**src/rtl/fifo.sv**
```systemverilog
// Single-clock FIFO with a first-word-fall-through read port and non-power-of-two depth.
// Define FIFO_ERR_FLAGS_EN to add sticky overflow/underflow outputs.
module fifo #(
    parameter int WIDTH = 32,
    parameter int DEPTH = 3
) (
    input  logic             clk,
    input  logic             reset,
    input  logic             w_valid,
    input  logic             r_ready,
    input  logic [WIDTH-1:0] data_in,
    output logic [WIDTH-1:0] data_out,
    output logic             fifo_full,
    output logic             fifo_empty
`ifdef FIFO_ERR_FLAGS_EN
    ,
    output logic             overflow,
    output logic             underflow
`endif
);

    localparam int PTR_W = (DEPTH > 1) ? $clog2(DEPTH) : 1;
    localparam int CNT_W = $clog2(DEPTH + 1);
    localparam logic [PTR_W-1:0] LAST_PTR = PTR_W'(DEPTH - 1);
    localparam logic [CNT_W-1:0] FULL_CNT = CNT_W'(DEPTH);

    logic [WIDTH-1:0] mem [DEPTH];
    logic [PTR_W-1:0] wr_ptr;
    logic [PTR_W-1:0] rd_ptr;
    logic [CNT_W-1:0] count;
    logic             wr_accept;
    logic             rd_accept;

    // Pointers wrap explicitly at DEPTH-1 so any depth works, not only powers of two.
    function automatic logic [PTR_W-1:0] next_ptr(input logic [PTR_W-1:0] p);
        return (p == LAST_PTR) ? '0 : p + PTR_W'(1);
    endfunction

    assign fifo_full  = (count == FULL_CNT);
    assign fifo_empty = (count == '0);
    assign wr_accept  = w_valid && !fifo_full;
    assign rd_accept  = r_ready && !fifo_empty;
    assign data_out   = mem[rd_ptr];

    always_ff @(posedge clk or negedge reset) begin
        if (!reset) begin
            for (int i = 0; i < DEPTH; i++) begin
                mem[i] <= '0;
            end
        end else if (wr_accept) begin
            mem[wr_ptr] <= data_in;
        end
    end

    always_ff @(posedge clk or negedge reset) begin
        if (!reset) begin
            wr_ptr <= '0;
            rd_ptr <= '0;
            count  <= '0;
        end else begin
            if (wr_accept) begin
                wr_ptr <= next_ptr(wr_ptr);
            end
            if (rd_accept) begin
                rd_ptr <= next_ptr(rd_ptr);
            end
            case ({wr_accept, rd_accept})
                2'b10:   count <= count + CNT_W'(1);
                2'b01:   count <= count - CNT_W'(1);
                default: count <= count;
            endcase
        end
    end

`ifdef FIFO_ERR_FLAGS_EN
    // Sticky until reset so a slow supervisor can still see a single dropped access.
    always_ff @(posedge clk or negedge reset) begin
        if (!reset) begin
            overflow  <= 1'b0;
            underflow <= 1'b0;
        end else begin
            if (w_valid && fifo_full) begin
                overflow <= 1'b1;
            end
            if (r_ready && fifo_empty) begin
                underflow <= 1'b1;
            end
        end
    end
`endif

endmodule

```
**config.mk**
```make
export PLATFORM = sky130hd
export DESIGN_NAME = fifo
export DESIGN_NICKNAME = d
export VERILOG_FILES = /design/src/rtl/fifo.sv
export SDC_FILE = /design/constraint.sdc
export NUM_CORES = 1
export LEC_CHECK = 0
export ABC_AREA = 1
export BUFFER_PORTS_ARGS = -buffer_cell sky130_fd_sc_hd__clkbuf_2
export CORE_MARGIN = 4
export CORE_UTILIZATION = 29
export CTS_BUF_LIST = sky130_fd_sc_hd__clkbuf_8
export DETAILED_ROUTE_END_ITERATION = 6
export GPL_ROUTABILITY_DRIVEN = 0
export PLACE_DENSITY = 0.45
export SYNTH_ARGS = -nofsm -noshare
export SYNTH_HDL_FRONTEND = slang
export SYNTH_SLANG_ARGS = --single-unit
```
**constraint.sdc**
```tcl
create_clock -name clk -period 3.94 [get_ports clk]
set_clock_uncertainty 0.15 [all_clocks]
set_input_delay 0.788 -clock clk [delete_from_list [all_inputs] [get_ports clk]]
set_output_delay 0.788 -clock clk [all_outputs]
set_load 0.005 [all_outputs]
```
### Word level (Yosys, flattened, before mapping)

Index checks and enable logic that the tools add are counted.

| operators by class | value |
|---|---|
| add/sub/neg operators | 4 |
| magnitude comparators | 3 |
| equal/unequal tests | 5 |
| muxes and demuxes | 9 |
| bitwise gates (word level) | 2 |
| reductions and logical operators | 7 |

Operators by type and width:

| operator | count |
|---|---|
| $bwmux 96 | 1 |
| $mux 32 | 3 |
| $bmux 32 s2 | 1 |
| $demux 32 s2 | 1 |
| $eq 2x2->1 const B | 4 |
| $add 2x1->2 const B | 3 |
| $ge 3x3->1 const B | 2 |
| $not 2->3 | 2 |
| $mux 2 | 2 |
| $pmux 2 s2 | 1 |
| $logic_and 1x1->1 | 3 |
| $lt 3x1->1 const B | 1 |
| $eq 2x1->1 const B | 1 |
| $logic_not 1->1 | 2 |
| $logic_not 2->1 | 1 |
| $reduce_bool 2->1 | 1 |
| $sub 2x1->2 const B | 1 |

| storage, ports and cells | value |
|---|---|
| register bits after elaboration | 102 |
| bits of input ports | 36 |
| output and inout port bits | 34 |

### Logic depth before layout (Yosys ltp)

| depth | value |
|---|---|
| word-level depth | 6 |
| gate-level depth with buffers | 9 |
| gate-level depth less buffers | 8 |

### Worst setup path before layout

Ideal clock, no wire load.

| path | value |
|---|---|
| kind | reg2out |
| from | register rd_ptr[0] |
| to | output data_out[12] |
| data arrival time | 1.078 ns |
| setup slack | 1.924 ns |
| stages on the path, launching flop included | 5 |
| buffers on the path | 1 |
| cells stage by stage | dfrtp_1 > nor2_1 > clkbuf_1 > nand2_1 > nand3_1 |

| on the way | value |
|---|---|
| cells in the longest elaborated chain, start to end | 4 |

RTL lines:

| what | line | source |
|---|---|---|
| from (decl) | 29 | `logic [PTR_W-1:0] rd_ptr;` |
| from (signal assigned) | 65 | `rd_ptr <= next_ptr(rd_ptr);` |
| $not 2->3 (not written as such) | 43 | `assign data_out = mem[rd_ptr];` |
| $bmux 32 s2 | 43 |  |
| $mux 32 (not written as such) (2 in series) | 43 |  |
| to (decl) | 12 | `output logic [WIDTH-1:0] data_out,` |

No other way between the ends. The select of a mux whose other input is x is not followed.

### Final worst setup path

| path | value |
|---|---|
| from | register rd_ptr[0] |
| to | output data_out[1] |

Same word-level chain as after synthesis.

==> flow_summary.html <==
<table>
<tr><th>Metric</th><th>Value</th></tr>
<tr><th colspan="2">Route</th></tr>
<tr><td>Routed Antenna Nets</td><td>0</td></tr>
<tr><td>Number of iterations in the first detailed-routing pass</td><td>4</td></tr>
<tr><td>Routed wire length per instance</td><td>16.9 um</td></tr>
<tr><td>Total vias in the final route</td><td>4681</td></tr>
<tr><td>First-iteration detailed-routing DRC count</td><td>293</td></tr>
<tr><td>Post-detailed-route via-to-cell ratio</td><td>4.95</td></tr>
<tr><td>Total wire length</td><td>16.0 mm</td></tr>
<tr><td>Number of remaining DRC errors</td><td>0</td></tr>
<tr><th colspan="2">Synthesis</th></tr>
<tr><td>Mean instance size in the synthesized netlist</td><td>7.87 um2</td></tr>
<tr><td>Cell count after synthesis</td><td>678</td></tr>
<tr><td>Post-synthesis cell area</td><td>0.00533 mm2</td></tr>
<tr><td>Number of warning messages in the yosys log</td><td>0</td></tr>
<tr><td>Number of different library cells in the post-synthesis netlist</td><td>20</td></tr>
<tr><td>Post-synthesis sequential element count</td><td>102</td></tr>
<tr><td>Part of the Yosys area used for sequential elements</td><td>0.479</td></tr>
<tr><td>Synth Net Count</td><td>715</td></tr>
<tr><th colspan="2">Final layout</th></tr>
<tr><td>Area occupied by multi-input gates</td><td>0.00228 mm2</td></tr>
<tr><td>Most common cell after layout, fill and taps aside</td><td>sky130_fd_sc_hd__nand2_1</td></tr>
<tr><td>Total inserted antenna cells</td><td>0</td></tr>
<tr><td>Most used cells in the layout excluding fill and tap cells</td><td>239 x sky130_fd_sc_hd__nand2_1, 102 x sky130_fd_sc_hd__dfrtp_1, 97 x sky130_fd_sc_hd__nand4_1</td></tr>
<tr><td>Layout area overhead</td><td>13.8%</td></tr>
<tr><td>Fraction of layout cells with a size suffix above 1</td><td>0.146</td></tr>
<tr><td>Final cell utilization of the core</td><td>0.337</td></tr>
<tr><td>Fill cells</td><td>1924</td></tr>
<tr><td>Total Nets Final</td><td>750</td></tr>
<tr><td>Sequential cell area</td><td>0.00255 mm2</td></tr>
<tr><th colspan="2">Worst hold path</th></tr>
<tr><td>Kind of path behind the tightest hold check</td><td>flop to flop</td></tr>
<tr><th colspan="2">Critical path</th></tr>
<tr><td>Worst reg2reg path startpoint</td><td>count[0]$_DFFE_PN0P_</td></tr>
<tr><td>Beginning of the critical path</td><td>rd_ptr[0]$_DFFE_PN0P_</td></tr>
<tr><td>Top fanout value on the critical path</td><td>18</td></tr>
<tr><td>Sort of element at the start of the critical path</td><td>flop</td></tr>
<tr><td>Required time worst endpoint</td><td>3.00 ns</td></tr>
<tr><td>Reg2Reg Capture Point</td><td>wr_ptr[0]$_DFFE_PN0P_</td></tr>
<tr><td>Destination of the critical timing path</td><td>data_out[1]</td></tr>
<tr><td>Depth of the most critical reg-to-reg path</td><td>5</td></tr>
<tr><td>Kind of end point of the critical path</td><td>output port</td></tr>
<tr><td>Critical path class</td><td>flop to output port</td></tr>
<tr><td>Reg-to-reg slack, setup</td><td>1.50 ns</td></tr>
<tr><td>Arrival time at the worst endpoint</td><td>2.15 ns</td></tr>
<tr><th colspan="2">Global route</th></tr>
<tr><td>Global-route track usage on met1</td><td>0.224</td></tr>
<tr><td>Global-route wire length before repair</td><td>26.1 mm</td></tr>
<tr><td>Number of global-route vias before repair</td><td>4732</td></tr>
<tr><td>Global route total overflow</td><td>0</td></tr>
<tr><td>GRT Resource Usage Total</td><td>0.162</td></tr>
<tr><td>Most used routing layer</td><td>met2</td></tr>
<tr><td>Global routing met2 resource utilization</td><td>0.262</td></tr>
<tr><td>Met3 GRT Util</td><td>0.0346</td></tr>
<tr><td>Antenna violations before repair</td><td>0</td></tr>
<tr><td>Maximum number of pins on one net before global-route repair</td><td>61</td></tr>
<tr><th colspan="2">CTS</th></tr>
<tr><td>CTS Buffer Depth</td><td>2</td></tr>
<tr><td>Source-to-sink clock delay at the later pin of the worst-skew pair</td><td>0.37 ns</td></tr>
<tr><td>Total clock buffers created by CTS</td><td>9</td></tr>
<tr><td>Number of instances resized during post-cts repair</td><td>0</td></tr>
<tr><td>Setup bufs post-CTS</td><td>0</td></tr>
<tr><td>Clock root buffer</td><td>sky130_fd_sc_hd__clkbuf_8</td></tr>
<tr><td>Post-CTS Hold Fix Bufs</td><td>0</td></tr>
<tr><td>TritonCTS clock tree</td><td>done</td></tr>
<tr><td>Total number of H-tree levels</td><td>3</td></tr>
<tr><td>Clock edge transition at the registers on the reported setup and hold paths</td><td>0.09 ns</td></tr>
<tr><td>Number of sinks driven by the clock tree</td><td>102</td></tr>
<tr><th colspan="2">Power and ir drop</th></tr>
<tr><td>Int Pwr</td><td>0.00282 W</td></tr>
<tr><td>Worst IR drop on VDD</td><td>0.000270 V</td></tr>
<tr><td>Reported net switching power</td><td>0.00223 W</td></tr>
<tr><td>Final total power</td><td>0.00505 W</td></tr>
<tr><td>Clock share of power</td><td>0.160</td></tr>
<tr><td>Reg power frac</td><td>0.368</td></tr>
<tr><td>Share of total power consumed by net switching</td><td>0.441</td></tr>
<tr><td>Static Leakage</td><td>3.13 nW</td></tr>
<tr><td>Power density normalized to cell area</td><td>832 mW/mm2</td></tr>
<tr><td>Fraction of power consumed by combinational cells</td><td>0.472</td></tr>
<tr><th colspan="2">STA</th></tr>
<tr><td>Final critical-path share of the clock period</td><td>0.784</td></tr>
<tr><td>Slew at the pin closest to its max-slew limit</td><td>0.961 ns</td></tr>
<tr><td>RSZ-0062 raised after global routing</td><td>false</td></tr>
<tr><td>Max-slew violation total from the final report</td><td>0</td></tr>
<tr><td>Top achievable clock speed</td><td>0.324 GHz</td></tr>
<tr><td>Slew headroom</td><td>0.358</td></tr>
<tr><td>Final Hold Fails</td><td>0</td></tr>
<tr><td>Final worst path period need</td><td>3.09 ns</td></tr>
<tr><td>Final setup violating endpoints</td><td>0</td></tr>
<tr><td>TNS Setup</td><td>0 ns</td></tr>
<tr><th colspan="2">Floorplanning</th></tr>
<tr><td>Number of standard-cell rows in the floorplan</td><td>49</td></tr>
<tr><td>Top-Level Pins</td><td>70</td></tr>
<tr><td>Die Y</td><td>144 um</td></tr>
<tr><td>Horizontal die dimension</td><td>144 um</td></tr>
<tr><td>Full die area</td><td>0.0206 mm2</td></tr>
<tr><td>Core outline area</td><td>0.0180 mm2</td></tr>
<tr><td>Effective utilization at floorplan</td><td>0.296</td></tr>
<tr><th colspan="2">Run</th></tr>
<tr><td>Number of violations of the max-capacitance limit</td><td>0</td></tr>
<tr><th colspan="2">Placed design</th></tr>
<tr><td>IO buf count</td><td>69</td></tr>
<tr><td>Placed wire-length estimate after detailed placement</td><td>9.20 mm</td></tr>
<tr><th colspan="2">Run status</th></tr>
<tr><td>Status</td><td>complete, no violations</td></tr>
</table>
==> critical path: stages, from the launching register on <==
cell                       delay, ns
sky130_fd_sc_hd__dfrtp_1        0.49
sky130_fd_sc_hd__inv_1          0.11
sky130_fd_sc_hd__nor2_4         0.41
sky130_fd_sc_hd__buf_4          0.37
sky130_fd_sc_hd__nand2_1        0.09
sky130_fd_sc_hd__nand3_1        0.15
sky130_fd_sc_hd__clkbuf_2       0.14
==> cell usage after synthesis <==
| cell type | instances | area share |
|---|---|---|
| sky130_fd_sc_hd__nand2_1 | 239 | 0.17 |
| sky130_fd_sc_hd__dfrtp_1 | 102 | 0.48 |
| sky130_fd_sc_hd__nand4_1 | 97 | 0.11 |
| sky130_fd_sc_hd__inv_1 | 72 | 0.051 |
| sky130_fd_sc_hd__o21bai_1 | 64 | 0.090 |
| sky130_fd_sc_hd__nand3_1 | 33 | 0.031 |
| sky130_fd_sc_hd__buf_2 | 25 | 0.023 |
| sky130_fd_sc_hd__clkbuf_1 | 21 | 0.015 |
| sky130_fd_sc_hd__nor2_1 | 5 | 0.0035 |
| sky130_fd_sc_hd__buf_4 | 4 | 0.0056 |
| sky130_fd_sc_hd__buf_1 | 3 | 0.0021 |
| sky130_fd_sc_hd__buf_6 | 2 | 0.0042 |
| sky130_fd_sc_hd__inv_2 | 2 | 0.0014 |
| sky130_fd_sc_hd__nand2_2 | 2 | 0.0023 |
| sky130_fd_sc_hd__nor2_2 | 2 | 0.0023 |
| sky130_fd_sc_hd__ha_1 | 1 | 0.0023 |
| sky130_fd_sc_hd__nand3_2 | 1 | 0.0019 |
| sky130_fd_sc_hd__o21ai_0 | 1 | 0.00094 |
| sky130_fd_sc_hd__o21ai_1 | 1 | 0.00094 |
| sky130_fd_sc_hd__xnor2_1 | 1 | 0.0016 |
==> cell families (layout without fill, tap and decap cells) <==
logic type	count (synthesis)	after routing	share of synthesized area
AND/OR/NAND/NOR	379	379	0.323
adder cells (fa/ha/maj)	1	1	0.00235
buffers and inverters	129	168	0.102
AO/OA/AOI/OAI	66	66	0.0920
XOR/XNOR	1	1	0.00164
flip-flops	102	102	0.479
==> routing by layer <==
| layer | vias up | wire [um] |
|---|---|---|
| li1 | 2292 | - |
| met1 | 2281 | 7550 |
| met2 | 103 | 7610 |
| met3 | 5 | 717 |
| met4 | 0 | 116 |
| met5 | - | 0 |
==> area by class of cell <==
cell class / instances / share of cell area
clock buffer: 9 / 0.0204
timing repair buffer: 79 / 0.0722
tap: 229 / 0.0472
clock inverter: 6 / 0.0179
sequential: 102 / 0.421
inverter: 74 / 0.0458
multi-input combinational: 447 / 0.376
==> flip-flops by register name, indices dropped and copies added (netlist names) <==
name	cells
wr_ptr	2
mem	96
count	2
rd_ptr	2
==> worst min path at each step <==
stage / start / to / slack, ns / depth (start not counted)
after detailed placement: mem[81]$_DFFE_PN0P_ / mem[81]$_DFFE_PN0P_ / 0.31 / 2
after floorplan: mem[64]$_DFFE_PN0P_ / mem[64]$_DFFE_PN0P_ / 0.29 / 2
after CTS: mem[80]$_DFFE_PN0P_ / mem[80]$_DFFE_PN0P_ / 0.33 / 2
after global routing: mem[65]$_DFFE_PN0P_ / mem[65]$_DFFE_PN0P_ / 0.35 / 2
final: mem[65]$_DFFE_PN0P_ / mem[65]$_DFFE_PN0P_ / 0.33 / 2
after global placement: mem[94]$_DFFE_PN0P_ / mem[94]$_DFFE_PN0P_ / 0.30 / 2
==> per-stage QoR <==
step | area (um2) | setup WS, ns | instances | hold WS [ns]
6_report | 6070 | 0.850 | 946 | 0.329
5_1_grt | 6070 | 0.692 | 946 | 0.350
4_1_cts | 6070 | 0.834 | 946 | 0.334
3_5_place_dp | 5830 | 1.21 | 931 | 0.309
3_3_place_gp | 5830 | 1.24 | 931 | 0.304
2_1_floorplan | 5330 | 1.92 | 678 | 0.292
==> power by group through the flow <==
stage | logic [W] | clock network, W | registers (W)
finish | 0.00238 | 0.000807 | 0.00186
global route | 0.00274 | 0.000879 | 0.00192
floorplan | 0.00160 | 0 | 0.00179
CTS | 0.00245 | 0.000836 | 0.00186
global placement | 0.00239 | 0 | 0.00186
detailed placement | 0.00244 | 0 | 0.00188
Power figures use the tool's default switching activity.
